`src/rtl/seq_pkg.sv`:
```
// Shared opcode, state and instruction-field definitions for the instruction
// sequencer; the control unit imports the same opcode constants.
package seq_pkg;

  localparam logic [3:0] OP_NOP  = 4'b0000;
  localparam logic [3:0] OP_MOV  = 4'b0001;
  localparam logic [3:0] OP_ADD  = 4'b0010;
  localparam logic [3:0] OP_SUB  = 4'b0011;
  localparam logic [3:0] OP_AND  = 4'b0100;
  localparam logic [3:0] OP_OR   = 4'b0101;
  localparam logic [3:0] OP_XOR  = 4'b0110;
  localparam logic [3:0] OP_NOT  = 4'b0111;
  localparam logic [3:0] OP_SHL  = 4'b1000;
  localparam logic [3:0] OP_SHR  = 4'b1001;
  localparam logic [3:0] OP_LT   = 4'b1010;
  localparam logic [3:0] OP_EQ   = 4'b1011;
  localparam logic [3:0] OP_HALT = 4'b1111;

  typedef enum logic [1:0] {
    IDLE  = 2'b00,
    FETCH = 2'b01,
    ISSUE = 2'b10,
    HALT  = 2'b11
  } seq_state_t;

  localparam int OPC_HI = 15;
  localparam int OPC_LO = 12;
  localparam int DST_HI = 11;
  localparam int DST_LO = 8;
  localparam int SRC_HI = 7;
  localparam int SRC_LO = 4;

  // Opcodes 1100..1110 fall outside this range and behave as NOPs.
  function automatic logic is_issued(input logic [3:0] op);
    return (op >= OP_MOV) && (op <= OP_EQ);
  endfunction

endpackage

```
`src/rtl/seq_watchdog.sv`:
```
// ISSUE-state timeout counter: cleared on ISSUE entry, counts stalled cycles
// and saturates at TIMEOUT-1, where expired is raised.
module seq_watchdog #(
  parameter int TIMEOUT = 64
) (
  input  logic clk,
  input  logic rst,
  input  logic clear,
  input  logic enable,
  output logic expired
);

  localparam int CW = $clog2(TIMEOUT + 1);

  logic [CW-1:0] cnt_r;

  assign expired = (cnt_r == CW'(TIMEOUT - 1));

  // Stall counter with clear priority and saturation at the expiry value.
  always_ff @(posedge clk) begin
    if (rst) begin
      cnt_r <= {CW{1'b0}};
    end else if (clear) begin
      cnt_r <= {CW{1'b0}};
    end else if (enable && !expired) begin
      cnt_r <= cnt_r + CW'(1);
    end else begin
      cnt_r <= cnt_r;
    end
  end

endmodule

```
`src/rtl/instr_sequencer.sv`:
```
// Instruction fetch-and-issue sequencer: fetches 16-bit words, issues decoded
// opcodes until exec_done. Optional ISSUE watchdog under SEQ_TIMEOUT_EN.
module instr_sequencer
  import seq_pkg::*;
#(
  parameter int ADDR_W  = 8,
  parameter int TIMEOUT = 64
) (
  input  logic              clk,
  input  logic              rst,
  input  logic              start,
  output logic              imem_req,
  output logic [ADDR_W-1:0] imem_addr,
  input  logic [15:0]       imem_rdata,
  input  logic              imem_valid,
  output logic [3:0]        opcode,
  output logic [3:0]        dst,
  output logic [3:0]        src,
  output logic              issue_valid,
  input  logic              exec_done,
  output logic [ADDR_W-1:0] pc,
  output logic              halted,
  output logic              fault
);

  seq_state_t        state_r, next_state_s;
  logic [ADDR_W-1:0] pc_r, pc_next_s;
  logic [15:0]       ir_r, ir_next_s;
  logic              fault_r, fault_next_s;
  logic              wd_expired_s;
  logic              unused_s;

  assign pc        = pc_r;
  assign imem_addr = pc_r;
  assign fault     = fault_r;

`ifdef SEQ_TIMEOUT_EN
  logic wd_clear_s;
  logic wd_enable_s;

  assign wd_clear_s  = (next_state_s == ISSUE) && (state_r != ISSUE);
  assign wd_enable_s = (state_r == ISSUE) && !exec_done;
  assign unused_s    = ^ir_r[3:0];

  seq_watchdog #(.TIMEOUT(TIMEOUT)) u_watchdog (
    .clk     (clk),
    .rst     (rst),
    .clear   (wd_clear_s),
    .enable  (wd_enable_s),
    .expired (wd_expired_s)
  );
`else
  assign wd_expired_s = 1'b0;
  assign unused_s     = ^{ir_r[3:0], 32'(TIMEOUT)};
`endif

  // Next-state, program counter, instruction register and fault decisions.
  always_comb begin
    next_state_s = state_r;
    pc_next_s    = pc_r;
    ir_next_s    = ir_r;
    fault_next_s = fault_r;
    case (state_r)
      IDLE: begin
        if (start) next_state_s = FETCH;
        else       next_state_s = IDLE;
      end
      FETCH: begin
        if (imem_valid) begin
          ir_next_s = imem_rdata;
          if (is_issued(imem_rdata[OPC_HI:OPC_LO])) begin
            next_state_s = ISSUE;
          end else if (imem_rdata[OPC_HI:OPC_LO] == OP_HALT) begin
            next_state_s = HALT;
          end else begin
            pc_next_s    = pc_r + ADDR_W'(1);
            next_state_s = FETCH;
          end
        end else begin
          next_state_s = FETCH;
        end
      end
      ISSUE: begin
        // Completion wins over a simultaneous watchdog expiry.
        if (exec_done) begin
          pc_next_s    = pc_r + ADDR_W'(1);
          next_state_s = FETCH;
        end else if (wd_expired_s) begin
          fault_next_s = 1'b1;
          next_state_s = HALT;
        end else begin
          next_state_s = ISSUE;
        end
      end
      HALT: begin
        if (start) begin
          pc_next_s    = {ADDR_W{1'b0}};
          fault_next_s = 1'b0;
          next_state_s = FETCH;
        end else begin
          next_state_s = HALT;
        end
      end
      default: begin
        next_state_s = IDLE;
      end
    endcase
  end

  // State registers and outputs, registered from the next-state values.
  always_ff @(posedge clk) begin
    if (rst) begin
      state_r     <= IDLE;
      pc_r        <= {ADDR_W{1'b0}};
      ir_r        <= 16'h0000;
      fault_r     <= 1'b0;
      imem_req    <= 1'b0;
      opcode      <= OP_NOP;
      dst         <= 4'h0;
      src         <= 4'h0;
      issue_valid <= 1'b0;
      halted      <= 1'b0;
    end else begin
      state_r     <= next_state_s;
      pc_r        <= pc_next_s;
      ir_r        <= ir_next_s;
      fault_r     <= fault_next_s;
      imem_req    <= (next_state_s == FETCH);
      issue_valid <= (next_state_s == ISSUE);
      halted      <= (next_state_s == HALT);
      opcode      <= (next_state_s == ISSUE) ? ir_next_s[OPC_HI:OPC_LO] : OP_NOP;
      dst         <= (next_state_s == ISSUE) ? ir_next_s[DST_HI:DST_LO] : 4'h0;
      src         <= (next_state_s == ISSUE) ? ir_next_s[SRC_HI:SRC_LO] : 4'h0;
    end
  end

endmodule

```
`config.mk`:
```
export PLATFORM = sky130hd
export DESIGN_NAME = instr_sequencer
export DESIGN_NICKNAME = d
export VERILOG_FILES = /design/src/rtl/seq_pkg.sv /design/src/rtl/seq_watchdog.sv /design/src/rtl/instr_sequencer.sv
export SDC_FILE = /design/constraint.sdc
export NUM_CORES = 1
export LEC_CHECK = 0
export BUFFER_PORTS_ARGS = -buffer_cell sky130_fd_sc_hd__buf_2
export CORE_MARGIN = 5
export CORE_UTILIZATION = 45
export CTS_CLUSTER_SIZE = 25
export DETAILED_ROUTE_END_ITERATION = 8
export PLACE_DENSITY_LB_ADDON = 0.1
export SYNTH_ARGS = -nofsm -noshare
export SYNTH_HDL_FRONTEND = slang
export SYNTH_SLANG_ARGS = --single-unit
```
`constraint.sdc`:
```
create_clock -name clk -period 4.1 [get_ports clk]
set_clock_uncertainty 0.1 [all_clocks]
set_input_delay 0.615 -clock clk [delete_from_list [all_inputs] [get_ports clk]]
set_output_delay 0.615 -clock clk [all_outputs]
set_load 0.02 [all_outputs]
```
* Yosys cells after proc, flatten, opt, wreduce, memory -nomap -nowiden
Index checks and enable logic that the tools add are counted.
W data, S select, Z words.
** Storage, ports and cells
- Register bits :: 41
- Input bits :: 21
** Operators by class
- $add $sub $neg :: 1
- Order comparisons :: 2
- Equal/unequal tests :: 12
- Mux-type cells :: 15
- Bitwise logic cells :: 1
- Reductions and logical operators :: 6
** Operators by type and width (number)
- $mux W8 :: 5
- $mux W16 :: 2
- $pmux W8 S3 :: 1
- $mux W2 :: 5
- $ne A2 B2 Y1 const B :: 5
- $add A8 B1 Y8 const B :: 1
- $eq A2 B2 Y1 const B :: 4
- $pmux W2 S4 :: 1
- $reduce_and A6 Y1 :: 1
- $eq A2 B1 Y1 const B :: 2
- $eq A4 B4 Y1 const B :: 1
- $ge A4 B1 Y1 const B :: 1
- $le A4 B4 Y1 const B :: 1
- $reduce_bool A3 Y1 :: 1
- $logic_not A2 Y1 :: 1
- $reduce_and A2 Y1 :: 1
- $reduce_or A2 Y1 :: 1
- $logic_and A1 B1 Y1 :: 1
- $mux W1 :: 1
- $not A1 Y1 :: 1

* Longest topological paths before layout
- Depth after elaboration :: 8
- Gate-level depth with buffers :: 6
- Depth with buffers taken out :: 4

* Least setup slack after synthesis
No wires, ideal clock.
- Path kind :: input to register
- Start :: input imem_rdata[13]
- End :: register pc_r[1], in the netlist imem_addr[1]
- Setup time :: 67 ps
- Data arrival time :: 1900 ps
- Required time :: 3933 ps
- Slack :: 2034 ps
- Stages on the path :: 5
- Path buffers :: 1
- Cell sequence :: or4_4 > a31o_1 > buf_6 > a221o_1 > a21oi_2
** Between the ends
- Longest elaborated chain between the ends :: 4
- Elaborated cells on any way between the ends :: 7
- Classes of those cells :: 2 x order compare; 3 x eq/ne; 2 x reduce/logical
** Ends and longest elaborated chain
- start, declared :: RTL line instr_sequencer.sv:14 : input logic [15:0] imem_rdata,
- $ge A4 B1 Y1 or $le A4 B4 Y1 (tied branches) :: RTL line seq_pkg.sv:35 : return (op >= OP_MOV) && (op <= OP_EQ);
- $logic_and A1 B1 Y1 :: RTL line seq_pkg.sv:35
- $ne A2 B2 Y1 (no line)
- $reduce_and A6 Y1 (no line) (*)
- end signal, assigned :: RTL line instr_sequencer.sv:114 : pc_r <= {ADDR_W{1'b0}};
- end signal, assigned :: RTL line instr_sequencer.sv:125 : pc_r <= pc_next_s;
- end, declared :: RTL line instr_sequencer.sv:27 : logic [ADDR_W-1:0] pc_r, pc_next_s;
Every way passes the cells marked *; elsewhere a longest branch is shown, timed or not.
A chain may end at the register's enable or synchronous reset.

* Final worst setup path
- Start :: register state_r[0]
- End :: register pc_r[1], in the netlist imem_addr[1]
** Between the ends
- Longest elaborated chain between the ends :: 3
- Elaborated cells on any way between the ends :: 11
- Classes of those cells :: 8 x eq/ne; 1 x mux; 2 x reduce/logical
** Ends and longest elaborated chain
- start, declared :: RTL line instr_sequencer.sv:26 : seq_state_t state_r, next_state_s;
- start signal, assigned :: RTL line instr_sequencer.sv:124 : state_r <= next_state_s;
- $eq A2 B1 Y1 or $eq A2 B2 Y1 (tied branches) :: RTL line instr_sequencer.sv:63 : case (state_r)
- $ne A2 B2 Y1 (no line) or $reduce_bool A3 Y1 (tied branches)
- $reduce_and A6 Y1 (no line)
Several ways; a longest one is shown, not always the timed one.

==> flow_metrics.py <==
metrics = {
    "yosys": {
        "synth.top_cell.area_share": 0.495,
        "yosysWarningCount": 0,
        "synth_edf_count": 0,
        "avgSynthCellArea_um2": 9.77,
        "synth_nets": 175,
        "ys.flop_type": "dfxtp_1",
        "synthesis.area_mm2": 0.00150,
        "yosys-top-cells-count": "37 x dfxtp_1, 19 x mux2i_1, 14 x nor2_1, 12 x nor3_1, 10 x buf_4",
        "yosys.area.top_type": "dfxtp_1",
        "syn_inst": 153,
        "synth-seq-area-share": 0.495,
        "ys_ff_latch": 37,
        "synth_area_leaders": "dfxtp_1 50%, mux2i_1 13%, buf_4 5.0%, nor3_1 4.0%, nor2_1 3.5%",
        "async_flop_share": 0,
        "yosysMostFrequentCell": "dfxtp_1",
        "synth_cell_types": 33,
    },
    "routing": {
        "dr.pass1.iters": 4,
        "drc": 0,
        "top_layer": "met4",
        "viasPerCell": 5.03,
        "drt_iter0_markers": 118,
        "dr_wl_met3_um": 248,
        "wl_met1_um": 1160,
        "wl_um": 2910,
        "wl_per_cell_um": 12.3,
        "ant_nets": 0,
        "route.vias.total": 1186,
        "dr_wl_met2_um": 1470,
    },
    "cells_and_area": {
        "post-route-util": 0.534,
        "fill_cells": 316,
        "insertedDiodeCount": 0,
        "synthToLayoutAreaGrowth_pct": 17.4,
        "fin_nets": 211,
        "drive_gt1_frac": 0.311,
    },
    "critical_path": {
        "crit_chain": "nand3b_1, a31o_1, a221o_1, a21oi_2",
        "required_ns": 4.28,
        "crit_family": "compound AO/OA/AOI/OAI gates",
        "worstPathArrival_ns": 2.52,
        "setup.worst_path.class": "reg -> reg",
        "crit_path_top_delay_cell": "nand3b_1",
        "cp_max_fo": 14,
        "crit_path_end_kind": "flip-flop",
        "crit_path_start_kind": "flip-flop",
        "cpPeakStageDelay_ns": 0.63,
        "cp_num_buf_inv": 0,
    },
    "clock_network": {
        "cts.repair.resized": 0,
        "postCtsHoldBufs": 0,
        "path_clk_slew_ns": 0.12,
        "numCtsBuffers": 5,
        "cts.sinks": 37,
        "clk_latency_ns": 0.34,
        "cts_buffer_depth": 2,
        "cts_tree": "yes",
        "clock-root-buffer": "clkbuf_4",
        "ctsHtreeMaxLevel": 2,
        "cts_setup_buffers": 0,
    },
    "global_route": {
        "antenna_found_initial": 0,
        "gr-total-overflow": 0,
        "track_usage": 0.141,
        "grt_max_degree": 19,
        "grt_pass1_wl_um": 4670,
        "grt_pass1_vias": 1059,
    },
    "job": {
        "maxCapViolations": 0,
    },
    "placed_design": {
        "io_buffers": 47,
        "dp_hpwl_um": 2080,
        "gp_congestion": 0.735,
    },
    "sta": {
        "drv_slew": 0,
        "tightest_slew_ns": 0.938,
        "fin_crit_sh": 0.572,
        "slew-limit-headroom": 0.371,
        "setup_viol": 0,
        "fmax_mhz": 426,
        "tns_ns": 0,
        "fin_crit_ns": 2.34,
        "finalHoldViolCount": 0,
        "rsz0062_at_grt": "no",
    },
    "pwr": {
        "powerDensity_mw_per_mm2": 396,
        "ir_drop_mv": 0.256,
        "p_leak_uw": 0.000835,
    },
    "die": {
        "fp.dieW_um": 67.6,
        "pin_count": 53,
        "die_h_um": 67.6,
        "initial_core_util": 0.455,
        "die_area_mm2": 0.00458,
        "core_area_mm2": 0.00328,
        "rows": 21,
    },
    "outcome": {
        "status": "complete, no violations",
    },
    "min_path": {
        "hp-class": "reg -> reg",
    },
}
==> layer usage <==
layer	vias up	GRT usage
met2	41	0.232
met4	0	0.0684
met1	552	0.153
li1	589	-
met5	-	0
met3	4	0.0632
==> where the power goes <==
group	total [µW]	switching (µW)	internal [µW]
Sequential	375	5.86	370
Clock	254	125	129
Combinational	66.5	40.9	25.5
==> metrics by stage <==
step,setup WS [ns],std cells,area [µm²],hold WS [ns],power [µW]
after global placement,1.56,228,1670,0.364,449
final,1.76,236,1760,0.390,696
after global routing,1.49,236,1760,0.397,734
after detailed placement,1.53,228,1670,0.374,451
after floorplan,2.03,153,1500,0.359,434
after CTS,1.69,236,1760,0.393,708
==> logic make-up after synthesis <==
kind of cell,share of synthesized area
compound gates,0.0803
buf+inv,0.0828
flops,0.495
mux,0.127
fa+ha+maj,0.00837
other cells,0.00251
simple gates,0.203
==> final timing paths <==
path,startpoint,to,slack (ns),depth (start not counted)
min,imem_addr[7],imem_addr[7],0.39,2
max,state_r[0],imem_addr[1],1.76,4
min reg2reg,imem_addr[7],imem_addr[7],0.39,2
max reg2reg,state_r[0],imem_addr[1],1.76,4
==> tightest hold or removal path, delay by kind of cell, from the launching register on <==
kind          cells  cell delay (ns)
flops             1             0.34
mux               1             0.05
simple gates      1             0.06
==> state kept, by name, summed over array words and instances, names as in the netlist <==
| signal | count |
|---|---|
| dst | 4 |
| halted | 1 |
| imem_addr | 8 |
| imem_req | 1 |
| ir_r | 12 |
| issue_valid | 1 |
| opcode | 4 |
| src | 4 |
| state_r | 2 |
==> layout make-up <==
cell class              instances  area [µm²]  share of cell area
inverters                       2        7.51             0.00428
clock inverters                 3        46.3              0.0264
clock buffers                   5        37.5              0.0214
multi-input cells              96         631               0.359
flip-flops and latches         37         741               0.422
repair buffers                 47         235               0.134
well taps                      46        57.6              0.0328
==> placed cells by master, fill, tap and decap left out, types with 2 or more instances in the layout <==
master    instances
a21oi_1           5
a221o_1           2
buf_2            47
clkbuf_4          5
dfxtp_1          37
inv_1             2
mux2i_1          19
nand2_1           9
nand2b_1          7
nand3_1           6
nand3b_1          3
nor2_1           14
nor2b_1           2
nor3_1           12
No activity file was read; power rests on OpenSTA's default activity.
